[config.mk]
export PLATFORM = sky130hd
export DESIGN_NAME = fdiv_12
export DESIGN_NICKNAME = d
export VERILOG_FILES = /design/src/rtl/fdiv_12.sv
export SDC_FILE = /design/constraint.sdc
export NUM_CORES = 1
export LEC_CHECK = 0
export BUFFER_PORTS_ARGS = -buffer_cell sky130_fd_sc_hd__buf_2
export CAP_MARGIN = 20
export CELL_PAD_IN_SITES_DETAIL_PLACEMENT = 1
export CELL_PAD_IN_SITES_GLOBAL_PLACEMENT = 2
export CORE_MARGIN = 2
export CORE_UTILIZATION = 39
export DETAILED_ROUTE_END_ITERATION = 16
export PLACE_DENSITY_LB_ADDON = 0.3
export SETUP_SLACK_MARGIN = 0.05
export SYNTH_ARGS = -nofsm -noshare
export SYNTH_HDL_FRONTEND = slang
export SYNTH_SLANG_ARGS = --single-unit
[constraint.sdc]
create_clock -name clk_i -period 5.7 [get_ports clk_i]
set_input_delay 0.57 -clock clk_i [delete_from_list [all_inputs] [get_ports clk_i]]
set_output_delay 0.57 -clock clk_i [all_outputs]
set_load 0.03 [all_outputs]
[src/rtl/fdiv_12.sv]
// fdiv_12: iterative divider for the 12-bit float format {sign, exp[4:0] bias 15, mant[5:0] with hidden one}.
// Latency: normal result 9 edges after the accept edge (8 quotient bits + normalise); zero operands 1 edge.
// Backpressure: result and flag held in DONE until ready_i; ready_o is high only in IDLE, so there is no overlap.
//
// Ports:
//   clk_i, rst_n_i          clock (rising edge), asynchronous active-low reset
//   valid_i / ready_o       operand handshake; data_1_i = dividend, data_2_i = divisor
//   valid_o / ready_i       result handshake; data_div_o = quotient, div_by_zero_o = divisor was zero
module fdiv_12 #(
  parameter int EXP_W  = 5,
  parameter int MANT_W = 6,
  parameter int BIAS   = 15
) (
  input  logic                      clk_i,
  input  logic                      rst_n_i,
  input  logic                      valid_i,
  output logic                      ready_o,
  input  logic [EXP_W+MANT_W:0]     data_1_i,
  input  logic [EXP_W+MANT_W:0]     data_2_i,
  output logic                      valid_o,
  input  logic                      ready_i,
  output logic [EXP_W+MANT_W:0]     data_div_o,
  output logic                      div_by_zero_o
);

  localparam int W     = 1 + EXP_W + MANT_W;
  localparam int EW    = EXP_W + 2;          // signed working exponent, covers -16..46
  localparam int Q_W   = MANT_W + 2;         // quotient bits produced
  localparam int CNT_W = $clog2(Q_W);

  localparam logic [1:0] ST_IDLE = 2'd0;
  localparam logic [1:0] ST_DIV  = 2'd1;
  localparam logic [1:0] ST_NORM = 2'd2;
  localparam logic [1:0] ST_DONE = 2'd3;

  localparam logic [CNT_W-1:0]     CNT_LAST  = CNT_W'(Q_W - 1);
  localparam logic signed [EW-1:0] EXP_MAX   = EW'((1 << EXP_W) - 1);
  localparam logic [EXP_W-1:0]     EXP_ONES  = '1;
  localparam logic [MANT_W-1:0]    MANT_ONES = '1;

  logic [1:0]              state_q;
  logic [CNT_W-1:0]        cnt_q;
  logic                    sign_q;
  logic signed [EW-1:0]    exp_q;
  logic [MANT_W+1:0]       rem_q;    // partial remainder, one bit wider than the divisor
  logic [MANT_W:0]         dvsr_q;   // {1, mb}
  logic [Q_W-1:0]          quo_q;

  // Operand decode. Sign is ignored for zero detection; exponent 0 is still a normal number.
  logic                    a_zero, b_zero, sign_in;
  logic [EXP_W-1:0]        ea, eb;
  logic signed [EW-1:0]    exp_in;

  assign a_zero  = (data_1_i[W-2:0] == '0);
  assign b_zero  = (data_2_i[W-2:0] == '0);
  assign sign_in = data_1_i[W-1] ^ data_2_i[W-1];
  assign ea      = data_1_i[W-2 -: EXP_W];
  assign eb      = data_2_i[W-2 -: EXP_W];
  // Two's-complement wraparound in EW bits gives the signed result directly.
  assign exp_in  = EW'({2'b00, ea}) - EW'({2'b00, eb}) + EW'(BIAS);

  // One restoring-division step: subtract if it fits, then shift for the next bit.
  logic                    q_bit;
  logic [MANT_W+1:0]       rem_sel;
  logic [MANT_W+1:0]       rem_nxt;

  assign q_bit   = (rem_q >= {1'b0, dvsr_q});
  assign rem_sel = q_bit ? (rem_q - {1'b0, dvsr_q}) : rem_q;
  // rem_sel < divisor < 2^(MANT_W+1), so its top bit is always zero and can be dropped.
  assign rem_nxt = {rem_sel[MANT_W:0], 1'b0};

  // Normalisation: quotient lies in [2^(Q_W-2), 2^Q_W), so at most one left shift is needed.
  logic [MANT_W-1:0]       mant_n;
  logic signed [EW-1:0]    exp_n;
  logic [W-1:0]            norm_res;

  always_comb begin
    mant_n   = '0;
    exp_n    = exp_q;
    norm_res = '0;
    if (quo_q[Q_W-1]) begin
      mant_n = quo_q[Q_W-2:1];
      exp_n  = exp_q;
    end else begin
      mant_n = quo_q[Q_W-3:0];
      exp_n  = exp_q - EW'(1);
    end
    if (exp_n >= EXP_MAX) begin
      norm_res = {sign_q, EXP_ONES, MANT_ONES};
    end else if (exp_n[EW-1] || (exp_n == '0)) begin
      norm_res = '0;
    end else begin
      norm_res = {sign_q, exp_n[EXP_W-1:0], mant_n};
    end
  end

  assign ready_o = (state_q == ST_IDLE);
  assign valid_o = (state_q == ST_DONE);

  always_ff @(posedge clk_i or negedge rst_n_i) begin
    if (!rst_n_i) begin
      state_q       <= ST_IDLE;
      cnt_q         <= '0;
      sign_q        <= 1'b0;
      exp_q         <= '0;
      rem_q         <= '0;
      dvsr_q        <= '0;
      quo_q         <= '0;
      data_div_o    <= '0;
      div_by_zero_o <= 1'b0;
    end else begin
      case (state_q)
        ST_IDLE: begin
          if (valid_i) begin
            sign_q <= sign_in;
            exp_q  <= exp_in;
            rem_q  <= {1'b0, 1'b1, data_1_i[MANT_W-1:0]};
            dvsr_q <= {1'b1, data_2_i[MANT_W-1:0]};
            quo_q  <= '0;
            cnt_q  <= '0;
            if (a_zero || b_zero) begin
              // Zero operands bypass the datapath; x/0 saturates, 0/0 and 0/x give zero.
              state_q       <= ST_DONE;
              div_by_zero_o <= b_zero;
              data_div_o    <= (b_zero && !a_zero) ? {sign_in, EXP_ONES, MANT_ONES} : '0;
            end else begin
              state_q <= ST_DIV;
            end
          end
        end
        ST_DIV: begin
          rem_q <= rem_nxt;
          quo_q <= {quo_q[Q_W-2:0], q_bit};
          cnt_q <= cnt_q + 1'b1;
          if (cnt_q == CNT_LAST) begin
            state_q <= ST_NORM;
          end
        end
        ST_NORM: begin
          data_div_o <= norm_res;
          state_q    <= ST_DONE;
        end
        ST_DONE: begin
          // data_div_o is deliberately left alone so the last result stays visible.
          if (ready_i) begin
            state_q       <= ST_IDLE;
            div_by_zero_o <= 1'b0;
          end
        end
        default: state_q <= ST_IDLE;
      endcase
    end
  end

endmodule
== Yosys cells after proc, flatten, opt, wreduce, memory -nomap -nowiden ==
Cells that the tools add are included.
Operators by class
  eq/ne operators: 8
  order comparisons: 2
  mux-type cells: 24
  reductions and logical operators: 16
  $add $sub $neg: 5
  bitwise logic cells: 1
Operators by type and width (number)
  $mux W12: 5
  $pmux W8 S2: 2
  $pmux W12 S2: 1
  $logic_not A11 Y1: 2
  $mux W8: 2
  $mux W7: 2
  $ge A8 B7 Y1: 1
  $mux W2: 4
  $pmux W2 S4: 1
  $add A6 B5 Y7 const B: 1
  $ge A7 B6 Y1 const B: 1
  $logic_not A7 Y1: 1
  $sub A7 B2 Y7 const B: 1
  $sub A7 B7 Y7: 1
  $mux W6: 1
  $pmux W3 S2: 1
  $reduce_and A3 Y1: 2
  $reduce_bool A2 Y1: 3
  $sub A5 B5 Y6: 1
  $eq A2 B2 Y1 const B: 2
  $ne A2 B1 Y1 const B: 2
  $ne A2 B2 Y1 const B: 2
  $reduce_and A2 Y1: 2
  $reduce_and A4 Y1: 1
  11 further kinds: 14
Word-level totals
  bits in registers: 49
  output and inout bits: 15
  logic and storage cells: 65
  input bits: 28

== Longest topological paths before layout ==
  depth after elaboration: 7
  depth in mapped cells: 11
  gate-level depth less buffers: 10

== Least setup slack after synthesis ==
Ideal clock, no wire load.
  path kind: input -> register
  start point: input data_1_i[6]
  end point: register exp_q[5]
  path buffers: 0
  required time: 5.564 ns
  arrival time: 2.511 ns
  stages on the path: 10
  path slack: 3.053 ns
  library setup time: 0.136 ns
  cell sequence: inv_1 > ha_1 > inv_1 > fa_1 > xnor2_1 > and3_1 > or4b_2 > nand3_1 > xnor2_1 > o21ai_0
On the way
  cells in the longest elaborated chain, start to end: 2
RTL lines
  start: declaration: line 18  | input logic [EXP_W+MANT_W:0] data_1_i,
  $sub A5 B5 Y6: line 60  | assign exp_in = EW'({2'b00, ea}) - EW'({2'b00, eb}) + EW'(BIAS);
  $add A6 B5 Y7: line 60
  end signal: assignment: line 116  | exp_q <= exp_in;
  end: declaration: line 44  | logic signed [EW-1:0] exp_q;
No other way between the ends.
A chain may end at the register's enable or synchronous reset.

== Worst setup path in the final report ==
  start point: register state_q[0]
  end point: register data_div_o[10]
On the way
  cells in the longest elaborated chain, start to end: 3
  elaborated cells on any way between the ends: 7
  those cells by class: 3 x eq/ne; 1 x mux; 3 x reduce/logical
RTL lines
  start: declaration: line 41  | logic [1:0] state_q;
  start signal: assignment: line 102  | state_q <= ST_IDLE;
  start signal: assignment: line 123  | state_q <= ST_DONE;
  start signal: assignment: line 127  | state_q <= ST_DIV;
  $logic_not A2 Y1 / $eq A2 B2 Y1 (equally long branches): line 112  | case (state_q)
  $ne A2 B1 Y1 (no source line), or another cell as far along
  $reduce_and A3 Y1 (no source line)
  end signal: assignment: line 125  | data_div_o <= (b_zero && !a_zero) ? {sign_in, EXP_ONES, MANT_ONES} : '0;
  end signal: assignment: line 140  | data_div_o <= norm_res;
  end: declaration: line 22  | output logic [EXP_W+MANT_W:0] data_div_o,
Several ways; a longest one is shown, not always the timed one.

==> impl_metrics.ini <==
[synth]
synth_compound_area_frac = 0.1808
synth_fa_ha_area_frac = 0.09041
avgSynthCellArea_sq_um = 9.147
synth-seq-cells = 49
synth_top_family_by_area = compound AO/OA/AOI/OAI gates
synth.area.mux_share = 0.07794
yosys_warnings = 0
synth_xor_xnor_area_share = 0.04092
synth-simple-area-share = 0.1726
yosysUniqueCellTypes = 48
syn_inst = 351
netlist_area_sq_mm = 0.003211
ys_async_sr_fraction = 1.000
ys_seq_area_frac = 0.3819
synth_edf_count = 0
synth_fp_nets = 401
synth_ff_type = dfrtp_1

[global_route]
grt_usage = 0.1849
grt_pass1_vias = 2679
antenna_found_initial = 0
grt_overflow = 0
grt_pass1_wl_um = 13030
grt_start_max_net_pins = 50

[clock_network]
cts_root_buffer = clkbuf_8
cts_made_buffers = 5
cts_hold_buf = 0
cts_sinks = 49
cts_tree = yes
clkTransAtPathRegs_ps = 90
cts.htree.levels = 2
ctsResizeCount = 0
cts_setup_buffers = 0
clk_latency_ps = 310
cts_max_path_buffers = 2

[detailed_routing]
post-route-drc-count = 0
drt_wl_total_um = 7692
drt_iter0_drc = 76
drt-vias-per-instance = 5.444
num_vias = 2651
first_pass_iters = 4
drtAntennaViolNets = 0
wl_per_cell_um = 15.79

[place]
place_congestion = 0.7797
placed_cell_area_sq_mm = 0.003476
numPortBuffers = 42
hpwl_um = 5908
placedCellCount = 479

[worst_setup_path]
crit_path_max_incr_delay_ps = 900
cp_common_cell = a31oi_1
crit_start = state_q[0]$_DFFE_PN0P_
endpoint_kind = flip-flop
crit_slowest_cell = nor4_2
cp.required_ps = 5840
crit_fanout = 29
crit_arrival_ps = 3440
start_kind = flip-flop
path_cells = inv_1 -> ha_1 -> nand2_1 -> o21ai_0 -> a31oi_1 -> nor4_2 -> a31oi_1
path_class = reg2reg
worstReg2RegStart = state_q[0]$_DFFE_PN0P_

[sta]
layout_worst_path_cycle_share = 0.5797
rsz0062_at_grt = no
period_minus_slack_ps = 3304
slew_violations = 0
tns_ps = 0
relSlewSlack = 0.3116
final_hold_viol_count = 0
fin_skew_ps = 10.28
setup_viol = 0
fmax_mhz = 302.6
tightestPinTransition_ps = 1024

[layout]
diodes = 0
drive_above_1_share = 0.1911
fin_nets = 431
final_area_sq_mm = 0.003610
fin_cells = 487
multiInputGateArea_sq_mm = 0.001807
fillCellCount = 980
seq_area_sq_mm = 0.001226
syn2layout_area_growth_pct = 12.43

[die]
core_sq_mm = 0.008093
die_w_um = 94.73
fp.dieArea_sq_mm = 0.008974
die_h_um = 94.73
std_cell_rows = 33
num_io_pins = 43
initial_core_util = 0.3967

[pwr]
total_power_w = 0.001999
p_leak_nw = 1.637
ir_worst_vdd_v = 0.0002390
p_per_area_mw_per_mm2 = 553.8

[status]
status = finished, final reports clean

[min_path]
hp-class = in2async

[job]
max_cap_viol_count = 0
==> state kept, by name, indices dropped and copies added (netlist names) <==
register,cells
state_q,2
dvsr_q,7
data_div_o,12
rem_q,8
exp_q,7
sign_q,1
quo_q,8
cnt_q,3
div_by_zero_o,1
==> final timing paths <==
kind	cells past startpoint	slack, ps	end
worst max-delay path	7	2400	data_div_o[10]$_DFFE_PN0P_
worst min-delay path	2	360	quo_q[5]$_DFFE_PN0P_
worst max register to register	7	2400	data_div_o[10]$_DFFE_PN0P_
worst min register to register	2	510	dvsr_q[6]$_DFFE_PN0P_
max in group asynchronous	2	4910	sign_q$_DFFE_PN0P_
min in group clk_i	2	510	dvsr_q[6]$_DFFE_PN0P_
==> layout make-up <==
| type | instances | area share |
|---|---|---|
| Clock buffer | 5 | 0.01906 |
| Clock inverter | 3 | 0.01802 |
| Inverter | 23 | 0.02392 |
| Multi-Input combinational cell | 258 | 0.5005 |
| Sequential cell | 49 | 0.3397 |
| Tap cell | 105 | 0.03640 |
| Timing Repair Buffer | 44 | 0.06239 |
==> synth_stat cells, drive strengths merged, types with 3 or more instances <==
cell | instances | area [sq um]
mux2 | 16 | 180.2
a22oi | 3 | 22.52
nor3b | 7 | 52.55
a21oi | 23 | 115.1
a31oi | 5 | 37.53
xnor2 | 10 | 87.58
inv | 23 | 86.33
nand3 | 9 | 45.04
dfrtp | 49 | 1226
xor2 | 5 | 43.79
and3 | 4 | 25.02
a22o | 10 | 87.58
nor4 | 10 | 68.81
o21a | 4 | 30.03
nand2b | 5 | 31.28
clkbuf | 19 | 72.56
o21ai | 38 | 190.2
nor3 | 8 | 45.04
nand2 | 30 | 112.6
ha | 20 | 250.2
nor2b | 8 | 50.05
mux2i | 7 | 70.07
o211ai | 3 | 22.52
nor2 | 13 | 48.80
==> metrics by stage <==
step                setup slack [ps]  utilization  hold slack (ps)
floorplan                       3053            -            274.4
global placement                2541       0.4295            454.7
detailed placement              2380       0.4295            499.3
CTS                             2367       0.4460            377.5
global route                    1973       0.4460            397.8
finish                          2396       0.4460            359.5
==> kinds of logic (layout without fill, tap and decap cells) <==
kind of cell | count (synthesis) | in the layout
AO/OA/AOI/OAI | 95 | 95
adder cells (fa/ha/maj) | 22 | 22
multiplexers | 23 | 23
XOR/XNOR | 15 | 15
flip-flops | 49 | 49
buffers and inverters | 44 | 75
AND/OR/NAND/NOR | 103 | 103
==> routing by layer <==
layer | vias up | GRT usage | routed length [um]
met5 | - | 0 | 0
met4 | 0 | 0.03261 | 50
met3 | 5 | 0.03911 | 247
met2 | 40 | 0.3067 | 3661
met1 | 1308 | 0.2519 | 3732
li1 | 1298 | - | -
==> cell usage in the layout, fill, tap and decap left out, types with 3 or more instances in the layout <==
master and instances:
xnor2_1 10, and3_1 4, nor3b_1 7, a21oi_1 23, a31oi_1 4, clkbuf_8 5, a22o_1 10, a22oi_1 3
mux2_2 16, nand3_1 9, mux2i_1 7, nor4_1 9, inv_1 23, xor2_1 5, o21ai_0 37, nor2_1 13
o211ai_1 3, dfrtp_1 49, nor3_1 7, nor2b_1 8, buf_2 42, o21a_1 4, nand2b_1 5, ha_1 20
nand2_1 30
==> critical path: cells and delay by family (launching register included) <==
family	cells	cell delay, ps
AO/OA/AOI/OAI	3	590
adder cells (fa/ha/maj)	1	440
buffers and inverters	1	110
flip-flops	1	420
AND/OR/NAND/NOR	2	1550
==> power by group <==
part           switching [W]  internal, W  total (W)
sequential          0.000131     0.000482   0.000613
combinational       0.000651     0.000443    0.00109
clock               0.000117     0.000174   0.000292
total               0.000900      0.00110    0.00200
Note: power is estimated with default switching activity, not from simulation.
